===== config.mk =====
export PLATFORM = sky130hd
export DESIGN_NAME = fir_tap_sequencer
export DESIGN_NICKNAME = d
export VERILOG_FILES = /design/src/rtl/fir_tap_sequencer.sv
export SDC_FILE = /design/constraint.sdc
export NUM_CORES = 1
export LEC_CHECK = 0
export BUFFER_PORTS_ARGS = -buffer_cell sky130_fd_sc_hd__buf_4
export CAP_MARGIN = 25
export CORE_MARGIN = 2
export CORE_UTILIZATION = 68
export DETAILED_ROUTE_END_ITERATION = 16
export GPL_TIMING_DRIVEN = 0
export PLACE_DENSITY = 0.84
export SLEW_MARGIN = 20
export SYNTH_ARGS = -nofsm -noshare
export SYNTH_HDL_FRONTEND = slang
export SYNTH_SLANG_ARGS = --single-unit
export TNS_END_PERCENT = 100

===== constraint.sdc =====
create_clock -name iClk_12M -period 6.5 [get_ports iClk_12M]
set_clock_uncertainty 0.1 [all_clocks]
set_input_delay 1.3 -clock iClk_12M [delete_from_list [all_inputs] [get_ports iClk_12M]]
set_output_delay 1.3 -clock iClk_12M [all_outputs]
set_load 0.01 [all_outputs]

===== src/rtl/fir_tap_sequencer.sv =====
// Delay line and tap sequencer for a 4-lane time-multiplexed FIR.
// Each accepted strobe shifts the line and runs one TPL-cycle MAC pass.
module fir_tap_sequencer #(
   parameter  int DW  = 16,
   parameter  int TPL = 10,
   localparam int AW  = (TPL > 1) ? $clog2(TPL) : 1
) (
   input  logic          iClk_12M,
   input  logic          iRsn,
   input  logic          iEnSample_600k,
   input  logic [DW-1:0] iFirIn,
   output logic [DW-1:0] oTap1,
   output logic [DW-1:0] oTap2,
   output logic [DW-1:0] oTap3,
   output logic [DW-1:0] oTap4,
   output logic [AW-1:0] oCoeffAddr,
   output logic          oEnMac,
   output logic          oMacClr,
   output logic          oEnDelay,
   output logic          oOverrun
);

   localparam int NT = 4 * TPL;
   localparam int IW = $clog2(NT);

   localparam logic [1:0] IDLE = 2'd0;
   localparam logic [1:0] RUN  = 2'd1;
   localparam logic [1:0] DONE = 2'd2;

   logic [1:0]    state;
   logic [AW-1:0] addr;
   logic          en_delay;
   logic          overrun;
   logic [DW-1:0] d [NT];

   logic run;
   logic last;
   logic accept;

   assign run    = (state == RUN);
   assign last   = (addr == AW'(TPL - 1));
   // A strobe landing during a pass (including its last cycle) is dropped
   assign accept = iEnSample_600k && !run;

   always_ff @(posedge iClk_12M or negedge iRsn) begin
      if (!iRsn) begin
         state    <= IDLE;
         addr     <= '0;
         en_delay <= 1'b0;
         overrun  <= 1'b0;
         for (int i = 0; i < NT; i++) d[i] <= '0;
      end else begin
         if (accept) begin
            d[0] <= iFirIn;
            for (int i = 1; i < NT; i++) d[i] <= d[i-1];
         end
         case (state)
            IDLE, DONE: begin
               if (iEnSample_600k) begin
                  state <= RUN;
                  addr  <= '0;
               end
            end
            RUN: begin
               if (iEnSample_600k) overrun <= 1'b1;
               if (last) begin
                  state    <= DONE;
                  en_delay <= 1'b1;
               end else begin
                  addr <= addr + AW'(1);
               end
            end
            default: state <= IDLE;
         endcase
      end
   end

   logic [DW-1:0] tap [4];

   for (genvar k = 0; k < 4; k++) begin : g_lane
      logic [IW-1:0] idx;
      assign idx    = IW'(k * TPL) + IW'(addr);
      assign tap[k] = run ? d[idx] : '0;
   end

   assign oTap1      = tap[0];
   assign oTap2      = tap[1];
   assign oTap3      = tap[2];
   assign oTap4      = tap[3];
   assign oCoeffAddr = run ? addr : '0;
   assign oEnMac     = run;
   assign oMacClr    = run && (addr == '0);
   assign oEnDelay   = en_delay;
   assign oOverrun   = overrun;

endmodule

## Word level (Yosys, flattened, before mapping)

Index checks and enable logic that the tools add are counted.

| operators by class | value |
|---|---|
| eq/ne operators | 6 |
| $add $sub $neg | 4 |
| reduce and logical (&&, ||, !) cells | 11 |
| bitwise gates (word level) | 4 |
| order comparisons | 4 |
| multiplexer cells | 23 |

Operators with widths:

| cell | count |
|---|---|
| binary-select mux 16 bit (select 6 bit) | 4 |
| two-way mux 16 bit | 12 |
| greater-or-equal comparator 7 bit, second input constant | 4 |
| NOT 6 -> 7 bit | 2 |
| adder 5 x 4 -> 6 bit, first input constant | 2 |
| two-way mux 4 bit | 3 |
| one-hot mux 4 bit (2 select lines) | 1 |
| NOT 4 -> 7 bit | 1 |
| NOT 5 -> 7 bit | 1 |
| AND reduction 2 bit | 3 |
| adder 4 x 4 -> 5 bit, first input constant | 1 |
| adder 4 x 1 -> 4 bit, second input constant | 1 |
| == test 4 bit, second input constant | 1 |
| logical NOT 4 bit | 1 |
| two-way mux 2 bit | 2 |
| != test 2 bit, second input constant | 2 |
| one-hot mux 2 bit (2 select lines) | 1 |
| AND reduction 3 bit | 1 |
| == test 2 x 1 -> 1 bit, second input constant | 1 |
| == test 2 bit, second input constant | 1 |
| logical AND 1 bit | 2 |
| logical NOT 2 bit | 1 |
| != test 2 x 1 -> 1 bit, second input constant | 1 |
| nonzero test 2 bit | 1 |
| other kinds (2) | 2 |

| word-level totals | value |
|---|---|
| input bits | 19 |
| register bits | 648 |
| output and inout port bits | 72 |

## Longest topological paths before layout

Gate-level depths: netlist of the first run.

| depth | value |
|---|---|
| word-level depth | 6 |
| gate-level depth with buffers | 13 |
| depth with buffers taken out | 6 |

## Least setup slack after synthesis of the first run

No wires, ideal clock.

| path | value |
|---|---|
| path type | register -> output |
| from | register addr[1] |
| to | output oTap4[0] |
| cell stages (with the launch flop) | 14 |
| data required time | 5100 ps |
| arrival time | 3217 ps |
| slack | 1883 ps |
| path through | dfrtp_1 > buf_2 > buf_2 > inv_1 > buf_2 > buf_2 > buf_2 > ha_1 > buf_2 > buf_1 > nand3_1 > clkbuf_1 > o221ai_1 > o31ai_1 |

| between the ends | value |
|---|---|
| word-level cells in the longest chain between the ends | 6 |

Ends and longest elaborated chain:

| item | RTL line | source |
|---|---|---|
| start: declaration | 31 | `logic [AW-1:0] addr;` |
| start signal: assignment | 70 | `addr <= addr + AW'(1);` |
| adder 5 x 4 -> 6 bit | 82 | `assign idx = IW'(k * TPL) + IW'(addr);` |
| NOT 6 -> 7 bit (not written as such) | 83 | `assign tap[k] = run ? d[idx] : '0;` |
| binary-select mux 16 bit (select 6 bit) | 83 |  |
| two-way mux 16 bit (not written as such) (2 in a row) | 83 |  |
| two-way mux 16 bit | 83 |  |
| end: declaration | 15 | `output logic [DW-1:0] oTap4,` |

Every way passes these cells. The select of a mux whose other input is x is not followed.

## Final worst setup path of the first run

| path | value |
|---|---|
| from | register addr[1] |
| to | output oTap2[10] |

| between the ends | value |
|---|---|
| word-level cells in the longest chain between the ends | 6 |

Ends and longest elaborated chain:

| item | RTL line | source |
|---|---|---|
| adder 4 x 4 -> 5 bit | 82 |  |
| NOT 5 -> 7 bit (not written as such) | 83 |  |
| binary-select mux 16 bit (select 6 bit) | 83 |  |
| two-way mux 16 bit (not written as such) (2 in a row) | 83 |  |
| two-way mux 16 bit | 83 |  |
| end: declaration | 13 | `output logic [DW-1:0] oTap2,` |

Every way passes these cells. The select of a mux whose other input is x is not followed.

==> key figures, run 1 <==
Run status
  • Status: finished with violations
  • Failing checks: setup timing

Place
  • Gpl congestion: 1.09
  • PortBufs: 90
  • Cell total after placement: 3046
  • Hpwl dp: 84000 µm

Clock network
  • Total clock sinks: 648
  • H-tree depth: 3
  • CTS clock-pin slew for the worst setup and hold paths: 0.06 ns
  • Clock buffer depth: 3
  • Clk Latency, worst-skew pair: 0.64 ns
  • Root buffer cell: clkbuf_16
  • CTS tree: done
  • Num CTS Buffers: 69

Setup path
  • CP Launch Point: addr[1]
  • Worst setup path category: reg2out
  • Worst Setup EP: oTap2[10]
  • Worst setup EP type: output port
  • R2R Path End: addr[0]
  • CP Launch Type: register
  • Max incr delay on CP: 0.42 ns
  • Crit-path slowest cell: dfrtp_1
  • R2R depth: 11
  • Critical path arrival: 5.21 ns
  • Crit-path max FO: 12
  • Cell Chain, Critical Path: buf_2 > clkbuf_4 > inv_1 > buf_2 > clkbuf_4 > buf_4 > ha_1 > buf_2 > buf_4 > clkbuf_2 > mux2_2 > o22ai_1 > nor3_1 > buf_4
  • Reg2reg setup slack: 3.06 ns
  • R2R Path Start: addr[1]
  • Worst path required time: 5.10 ns

GRT
  • Initial antenna violation count: 4
  • Global-route wire length before repair: 172000 µm
  • Gr usage total: 43.5%
  • Largest net degree at the start of global routing: 106
  • Via count of the first global-routing pass: 24400
  • Grt ovf: 0

Logic synthesis
  • Asr flop ratio synth: 100%
  • EDFF count, synth: 0
  • Compound-Gate Fraction of Synth Area: 1.85%
  • Largest cells by area after synthesis: dfrtp_1 (45%), mux4_2 (25%), mux2_2 (22%)
  • Mux contribution to synthesized area: 47.9%
  • Adder-cell share of the synthesized area: 0.381%
  • Synth Cell Area: 36200 µm²
  • Commonest cells in the netlist: mux2_2 (719), dfrtp_1 (648), mux4_2 (401)
  • Largest family of logic cells by synthesized area: multiplexers
  • Most common flop cell mapped by yosys: dfrtp_1
  • Syn. warnings: 0
  • Yosys reg bits: 648
  • Top-count cell post-synth: mux2_2
  • Synth area leader: dfrtp_1
  • Syn nets: 2292
  • Cells after synthesis: 2262
  • Post-Synth XOR/XNOR Area: 0.0484%
  • Sequential element share of the synthesized area: 44.8%
  • Simple-Gate Fraction of Synth Area: 1.97%
  • Synthesized area per cell: 16.0 µm²
  • Post-synth cell types: 41
  • Yosys top cell area share: 44.8%

Timing
  • Final setup viols: 8
  • RSZ-0062 raised after global routing: false
  • Crit share post-route: 102%
  • Slew @ Worst Pin: 1.16 ns
  • Final Slew Violations: 0
  • Minimum clock period: 6.61 ns
  • Fin. Hold Viols: 0
  • FMAX: 151 MHz
  • Setup ws final: -0.109 ns
  • Rel. slew slack: 22.4%

Flow run
  • Max-Cap Viols: 0

Die
  • Die area: 55000 µm²
  • Die height: 235 µm
  • I/O pins: 91
  • Starting Density: 68.8%
  • Die Width: 235 µm
  • Core area: 52600 µm²
  • Cell Rows: 84

Routing
  • Vias: 24600
  • WL/cell: 37.1 µm
  • DR top layer: met5
  • WL final: 118000 µm
  • Met3 WL post-DR: 18400 µm
  • Vias per std cell: 7.76
  • Routed metal-1 wirelength: 43700 µm
  • Detailed Route Iter0 Violations: 3621
  • WL met2: 50400 µm
  • First-pass detailed-route iteration total: 5
  • DRC: 0
  • ANT nets after route: 0

Final layout
  • Layout cell share with drive strength beyond 1: 60.6%
  • Finished Layout Cells: 3169
  • Layout area overhead: 11.8%
  • Number of nets in the layout: 2458
  • Post-layout util: 76.9%
  • Fillers: 3066

Pwr
  • Peak VDD IR: 0.380 mV
  • Cell Pwr Density: 463 nW/µm²
  • Leakage Power: 18.3 nW

Hold path
  • Hold crit path type: reg2reg
-- cells by family (layout without fill, tap and decap cells) --
family                     after synthesis  after routing
adders and majority gates               11             11
DFF                                    648            648
muxes                                 1140           1140
and+or+nand+nor                        147            147
buffers and inverters                  218            434
other                                    0              3
xor gates and xnor gates                 2              2
AOI/OAI and AO/OA                       96             96
-- cell usage in the layout, fill, tap and decap left out, types with 11 or more instances in the layout --
master     instances
nor3_1            12
mux4_2           401
inv_1             19
clkbuf_16         72
o221ai_1          15
clkbuf_2          15
clkbuf_1          48
buf_4            110
and2_1            18
nand2_1           57
nor2_1            22
buf_2             97
and3_1            16
clkbuf_8          17
ha_1              11
mux2_2           719
o22ai_1           40
dfrtp_1          648
mux2i_1           20
-- sequential cells by signal (all words and copies together) (netlist names) --
| name | cells |
|---|---|
| oEnDelay | 1 |
| d | 640 |
| addr | 4 |
| oOverrun | 1 |
| state | 2 |
-- how the worst min path moves through the flow --
stage / startpoint / to / slack [ns] / cells past startpoint
5_1_grt: oOverrun / oOverrun / 0.40 / 1
6_report: oOverrun / oOverrun / 0.39 / 1
2_1_floorplan: d[0] / d[0] / 0.39 / 1
3_3_place_gp: oEnDelay / oEnDelay / 0.36 / 1
4_1_cts: oOverrun / oOverrun / 0.38 / 1
3_5_place_dp: oOverrun / oOverrun / 0.37 / 1
-- worst max-delay path: cells and delay by family, from the launching register on --
| kind | cells | cell delay [ns] |
|---|---|---|
| AOI/OAI and AO/OA | 1 | 0.42 |
| adders and majority gates | 1 | 0.36 |
| buffers and inverters | 10 | 2.73 |
| DFF | 1 | 0.42 |
| muxes | 1 | 0.39 |
| and+or+nand+nor | 1 | 0.22 |
-- final cells by class --
cell class	instances	area (µm²)	share of cell area, %
buffer	195	1030	2.56
tap	688	861	2.13
timing repair buffer	96	848	2.10
clock inverter	27	328	0.811
inverter	22	82.6	0.204
multi-input combinational	1396	19000	47.0
clock buffer	94	2050	5.08
sequential	648	16200	40.1
antenna	3	7.51	0.0186
-- power by group --
part / switching, W / internal [W]
combinational: 0.00535 / 0.00388
sequential: 0.000735 / 0.00461
clock: 0.00170 / 0.00246
-- what timing repair did --
action | CTS | global route
buffers inserted | 0 | 0
endpoints found under the setup margin | 43 | 31
hold buffers | 0 | 0
resized for setup | 29 | 28
-- per-layer routing --
layer  global-route usage [%]  vias to the layer above
met5                        0                        -
met2                     60.0                     1870
li1                         -                     9302
met3                     20.4                      273
met4                     15.3                        6
met1                     61.3                    13100
-- metrics by stage --
stage                      TNS, ns  area [µm²]  worst slack (ns)  hold WS, ns  power [W]
after global routing             0       40400          0.000676        0.400     0.0191
after global placement    -1750.01       37700             -2.83        0.361     0.0139
after detailed placement     -5.81       37900            -0.432        0.367     0.0140
after floorplan                  0       36200              1.88        0.392     0.0106
final                       -0.422       40400            -0.109        0.385     0.0187
after CTS                        0       40300           0.00829        0.381     0.0183
(Power assumes the default switching activity.)
==> run 2: changes to the inputs <==
CORE_UTILIZATION = 64   (was 68)
PLACE_DENSITY = 0.79   (was 0.84)
clock period = 6.6 ns   (was 6.5 ns; I/O delays follow)
==> run 2 against run 1 <==
Net effect:
- the flow still finishes with violations (setup timing)
- via count fell by 0.50%
- clock-buffer cell count rose by 18
- sequential share of layout area fell by 0.062 points
- first-iteration DRC count fell by 9.3%
- cell count rose by 2.4%
- worst setup slack improved by 0.061 ns
- register-to-register slack improved by 0.25 ns
- worst hold slack got worse by 0.0045 ns
- flip-flop and latch count did not move
- critical path type unchanged
- largest power group unchanged
==> key figures, run 2 (same netlist as run 1, synthesis figures left out) <==
Run status
  • Status: finished with violations
  • Failing checks: setup timing

Routing
  • DRC: 0 (unchanged)
  • WL final: 118000 µm (-0.18%)
  • WL/cell: 36.2 µm (-2.5%)
  • Detailed Route Iter0 Violations: 3284 (-9.3%)
  • First-pass detailed-route iteration total: 5 (unchanged)
  • Vias per std cell: 7.54 (-2.8%)
  • Vias: 24500 (-0.50%)
  • ANT nets after route: 0 (unchanged)

Place
  • Hpwl dp: 85900 µm (+2.3%)
  • Cell total after placement: 3116 (+2.3%)
  • Placed Area: 38000 µm² (+0.31%)
  • PortBufs: 90 (unchanged)
  • Gpl congestion: 1.07 (-2.2%)
  • DP Worst Slack: -0.469 ns (-0.0372 ns)

GRT
  • Global-route wire length before repair: 173000 µm (+0.67%)
  • Via count of the first global-routing pass: 24600 (+0.87%)
  • Met2 Usage GRT: 56.3% (-3.8 points)
  • Most crowded layer after global routing: met1
  • Largest net degree at the start of global routing: 108 (+1.9%)
  • Gr usage total: 41.1% (-2.4 points)
  • M3 GR Usage: 17.9% (-2.5 points)
  • Met1 GRT Util: 58.3% (-3.0 points)
  • Initial antenna violation count: 0 (-4)
  • Grt ovf: 0 (unchanged)

Setup path
  • Worst setup EP type: output port
  • R2R Path Start: addr[1]
  • R2R Path End: addr[0]
  • R2R depth: 11 (unchanged)
  • WP depth: 13 (-1)
  • Crit-path slowest cell: o22ai_1
  • Worst setup path category: reg2out
  • Worst Path Buf+Inv: 8 (-2)
  • Worst Setup EP: oTap2[7]
  • Critical path arrival: 5.23 ns (+0.02 ns)
  • Worst path required time: 5.18 ns (+0.08 ns)
  • CP delay by family, top: buffers and inverters
  • Max incr delay on CP: 0.50 ns (+0.08 ns)
  • Cell Chain, Critical Path: buf_2 > buf_2 > buf_4 > buf_4 > inv_1 > ha_1 > buf_2 > clkbuf_2 > mux4_2 > mux2_2 > o22ai_1 > nor3_1 > buf_4
  • CP Launch Point: addr[2]
  • Crit-path max FO: 10 (-2)
  • Reg2reg setup slack: 3.31 ns (+0.25 ns)
  • CP Launch Type: register

Clock network
  • Total clock sinks: 648 (unchanged)
  • Root buffer cell: clkbuf_16
  • H-tree depth: 3 (unchanged)
  • Clock buffer depth: 3 (unchanged)
  • Post-CTS Hold Buffers: 0 (unchanged)
  • CTS resizes: 26 (-10%)
  • Setup Buffers After CTS: 0 (unchanged)
  • CTS clock-pin slew for the worst setup and hold paths: 0.06 ns (about the same)
  • Num CTS Buffers: 72 (+4.3%)
  • CTS tree: done
  • Clk Latency, worst-skew pair: 0.62 ns (-0.02 ns)

Die
  • Cell Rows: 87 (+3.6%)
  • Die Width: 242 µm (+3.0%)
  • Die area: 58400 µm² (+6.1%)
  • Starting Density: 64.4% (-4.4 points)
  • Core area: 56200 µm² (+6.9%)
  • Die height: 242 µm (+3.0%)
  • I/O pins: 91 (unchanged)

Timing
  • Final setup viols: 2 (-6)
  • Crit share post-route: 101%
  • RSZ-0062 raised after global routing: false
  • Setup ws final: -0.0479 ns (+0.0614 ns)
  • Minimum clock period: 6.65 ns
  • Final Slew Violations: 0 (unchanged)
  • FMAX: 150 MHz
  • Slew @ Worst Pin: 1.04 ns (-0.121 ns)
  • Rel. slew slack: 30.4% (+8.1 points)
  • Setup_tns: -0.0736 ns (+0.348 ns)
  • Hold Slack: 0.381 ns (-0.00446 ns)
  • Fin. Hold Viols: 0 (unchanged)

Flow run
  • Max-Cap Viols: 0 (unchanged)

Final layout
  • Layout area overhead: 12.0%
  • Finished Layout Cells: 3244 (+2.4%)
  • Final Cell Area: 40500 µm² (+0.15%)
  • Max reg flops: 640 (unchanged)
  • Commonest cells after routing, fill and taps aside: mux2_2 (719), dfrtp_1 (648), mux4_2 (401)
  • Layout cell share with drive strength beyond 1: 59.5% (-1.1 points)
  • Number of nets in the layout: 2463 (+0.20%)
  • Most common cell after layout, fill and taps aside: mux2_2
  • Largest registers: d: 640 flops, addr: 4 flops, state: 2 flops
  • Reg with most FFs: d

Hold path
  • Hold crit path type: reg2reg

Pwr
  • Peak VDD IR: 0.323 mV (-15%)
  • Leakage Power: 18.3 nW (about the same)
  • Cell Pwr Density: 455 nW/µm² (-1.9%)
==> run 2: cell count changes in the layout (fill, tap and decap cells not counted), moves of 4 or more <==
cell / change
clkbuf_1: +17
clkbuf_16: +4
clkinv_2: -4
o22ai_1: +6
o22ai_2: -5
==> run 2: worst min-delay path by stage <==
stage,from,endpoint,slack (ns),depth (start not counted)
final,oEnDelay,oEnDelay,0.38,1
after detailed placement,oEnDelay,oEnDelay,0.37,1
after global routing,oEnDelay,oEnDelay,0.41,1
after global placement,oEnDelay,oEnDelay,0.36,1
after floorplan,d[0],d[0],0.39,1
after CTS,oEnDelay,oEnDelay,0.38,1
==> run 2: worst reg2reg max path: stages (launching register included) <==
cell	delay, ns
dfrtp_1	0.42
buf_2	0.23
clkbuf_4	0.29
inv_1	0.11
buf_2	0.29
buf_4	0.30
buf_4	0.36
ha_1	0.21
nand2_1	0.22
a21oi_1	0.39
inv_1	0.10
o21ai_0	0.16
==> run 2: power by group <==
part	internal [W]	total, W	switching, W	leakage [nW]
logic	0.00380	0.00901	0.00522	8.35
registers	0.00454	0.00526	0.000717	8.81
clock network	0.00247	0.00413	0.00166	1.18
total	0.0108	0.0184	0.00759	18.3
==> run 2: layer usage <==
layer / up-vias / part of all wire, %
met5: - / 0
met4: 0 / 4.9
met1: 13100 / 38
met2: 1780 / 42
met3: 295 / 15
li1: 9326 / -
==> run 2: final cells by class <==
class	instances	area, µm²
multi-input cells	1396	18900
flip-flops and latches	648	16200
fillers	3625	15700
clock buffers	112	2190
plain buffers	195	1030
well taps	756	946
repair buffers	98	881
clock inverters	16	229
inverters	22	82.6
diodes	1	2.50
==> run 2: stage by stage <==
stage,util (%),total power (W)
detailed placement,67.6,0.0139
floorplan,-,0.0105
global route,72.1,0.0188
global placement,67.3,0.0137
CTS,72.0,0.0181
finish,72.1,0.0184
==> run 3: changes to the inputs <==
MAX_ROUTING_LAYER = met4   (was not set)
SETUP_SLACK_MARGIN = 0.3   (was not set)
==> run 3 against run 2 <==
Net effect:
- the run now ends clean
- utilization up 0.34 points
- maximum frequency up 5.8%
- combinational power up 3.9%
- wire length up 1.3%
- die area unchanged
==> key figures, run 3 (same netlist as run 1, synthesis figures left out) <==
Die
  • Core area: 56200 µm² (unchanged)
  • Die area: 58400 µm² (unchanged)
  • Die Width: 242 µm (unchanged)
  • Starting Density: 64.4% (unchanged)
  • Cell Rows: 87 (unchanged)
  • I/O pins: 91 (unchanged)
  • Die height: 242 µm (unchanged)

Final layout
  • Final Cell Area: 40700 µm² (+0.47%)
  • Fillers: 3632 (+0.19%)
  • Post-layout util: 72.4% (+0.34 points)
  • Layout area overhead: 12.5%
  • FF/Latch Area: 16200 µm² (unchanged)
  • Commonest cells after routing, fill and taps aside: mux2_2 (719), dfrtp_1 (648), mux4_2 (401)
  • Layout cell share with drive strength beyond 1: 61.0% (+1.5 points)
  • Largest registers: d: 640 flops, addr: 4 flops, state: 2 flops
  • Reg with most FFs: d
  • Max reg flops: 640 (unchanged)
  • Multi-input logic area: 19100 µm² (+0.91%)
  • Number of nets in the layout: 2465 (+0.081%)
  • Finished Layout Cells: 3253 (+0.28%)
  • Most common cell after layout, fill and taps aside: mux2_2

Setup path
  • CP Launch Type: register
  • Worst path required time: 5.18 ns (about the same)
  • Critical path arrival: 4.86 ns (-0.37 ns)
  • Worst setup path category: reg2out
  • Crit-path max FO: 12 (+2)
  • Worst setup EP type: output port

Hold path
  • Hold crit path type: reg2reg

Timing
  • FMAX: 159 MHz (+5.8%)
  • Crit share post-route: 95.2% (-5.5 points)
  • Rel. slew slack: 24.0% (-6.4 points)
  • Slew @ Worst Pin: 1.14 ns (+0.0967 ns)
  • Final setup viols: 0 (-2)
  • Setup ws final: 0.316 ns (+0.364 ns)
  • Fin. Hold Viols: 0 (unchanged)
  • Minimum clock period: 6.28 ns (-0.364 ns)
  • Final Slew Violations: 0 (unchanged)
  • RSZ-0062 raised after global routing: false

GRT
  • Global-route wire length before repair: 174000 µm (+0.46%)
  • Largest net degree at the start of global routing: 106 (-1.9%)
  • Grt ovf: 0 (unchanged)
  • Initial antenna violation count: 9 (+9)
  • Via count of the first global-routing pass: 24700 (+0.12%)
  • Gr usage total: 42.9% (+1.9 points)

Flow run
  • Max-Cap Viols: 0 (unchanged)

Pwr
  • Sequential cell fraction of total power: 28.0% (-0.6 points)
  • Internal Power: 0.0109 W (+0.51%)
  • Leakage Power: 18.4 nW (+0.44%)
  • Comb power frac: 50.0% (+1.0 points)
  • Psw: 0.00784 W (+3.3%)
  • Tot Pwr: 0.0187 W (+1.6%)
  • Peak VDD IR: 0.286 mV (-11%)
  • Clk pwr share: 22.0% (-0.4 points)
  • Cell Pwr Density: 460 nW/µm² (+1.2%)
  • Sw Ratio: 41.9% (+0.66 points)

Place
  • Gpl congestion: 1.05 (-1.9%)
  • DP Worst Slack: -0.450 ns (+0.0187 ns)
  • Cell total after placement: 3116 (unchanged)
  • Hpwl dp: 86400 µm (+0.54%)
  • PortBufs: 90 (unchanged)
  • Placed Area: 38000 µm² (about the same)

Routing
  • First-pass detailed-route iteration total: 5 (unchanged)
  • Detailed Route Iter0 Violations: 3506 (+6.8%)
  • WL final: 119000 µm (+1.3%)
  • ANT nets after route: 0 (unchanged)
  • Vias: 24400 (-0.24%)
  • DRC: 0 (unchanged)
  • WL/cell: 36.6 µm (+1.0%)
  • Vias per std cell: 7.50 (-0.51%)

Clock network
  • Clock buffer depth: 3 (unchanged)
  • Root buffer cell: clkbuf_16
  • H-tree depth: 3 (unchanged)
  • Num CTS Buffers: 72 (unchanged)
  • Post-CTS Hold Buffers: 0 (unchanged)
  • Total clock sinks: 648 (unchanged)
  • CTS clock-pin slew for the worst setup and hold paths: 0.06 ns (about the same)
  • CTS tree: done
  • Clk Latency, worst-skew pair: 0.63 ns (about the same)

Run status
  • Status: completed
[run 3: cell types whose count changed in the layout (fill, tap and decap cells not counted), moves of 5 or more]
cell,previous run,this run
o31ai_1,10,5
clkbuf_1,65,56
clkinv_2,6,16
o22ai_1,46,40
o221ai_2,0,6
o221ai_1,15,9
[run 3: per-layer routing]
layer	track usage (%)	wire (µm)	up-vias	share of wire [%]
li1	-	-	9329	-
met1	59.9	45400	13100	38
met2	59.3	52100	1678	44
met3	14.4	15900	291	13
met4	15.8	5690	0	4.8
met5	-	0	-	0
[run 3: path summary, 6_finish.rpt]
kind	to	startpoint	slack, ns	depth (start not counted)
max reg2reg	d[495]	state[1]	3.30	6
max in group asynchronous	d[440]	iRsn	4.34	3
min reg2reg	oEnDelay	oEnDelay	0.39	1
min	oEnDelay	oEnDelay	0.39	1
min in group asynchronous	d[40]	iRsn	0.57	1
max	oTap4[2]	addr[1]	0.32	13
[run 3: metrics by stage]
stage,setup TNS [ns],hold WS (ns)
2_1_floorplan,0,0.392
3_3_place_gp,-1769.73,0.362
4_1_cts,0,0.385
6_report,0,0.387
5_1_grt,0,0.409
3_5_place_dp,-7.38,0.364
[run 3: power groups by stage]
stage / Sequential [W] / Combinational (W) / Clock, W
floorplan: 0.00494 / 0.00551 / 0
global placement: 0.00518 / 0.00868 / 0
detailed placement: 0.00524 / 0.00880 / 0
CTS: 0.00519 / 0.00897 / 0.00411
global route: 0.00529 / 0.00952 / 0.00428
finish: 0.00524 / 0.00936 / 0.00411
[run 3: cell type report]
cell class / count / area share (%)
sequential: 648 / 39.9
buffer: 196 / 2.61
clock buffer: 107 / 5.30
clock inverter: 24 / 0.575
tap: 756 / 2.33
timing repair buffer: 99 / 2.18
inverter: 22 / 0.203
multi-input combinational: 1396 / 46.9
antenna: 5 / 0.0308
[run 3: repair_timing]
item / 4_1_cts / 5_1_grt
endpoints found under the setup margin: 43 / 28
setup buffers: 0 / 0
gates cloned: 0 / 0
gates resized for setup: 52 / 30
[run 3: worst max-delay path, cell delays in order, from the launching register on]
cell and delay, ns:
dfrtp_1 0.43, buf_2 0.28, buf_6 0.26, inv_1 0.08, buf_2 0.23, buf_4 0.25, buf_4 0.24, ha_1 0.40
clkbuf_1 0.72, mux4_2 0.36, nand2_1 0.07, and3_1 0.28, o31ai_2 0.42, buf_4 0.20
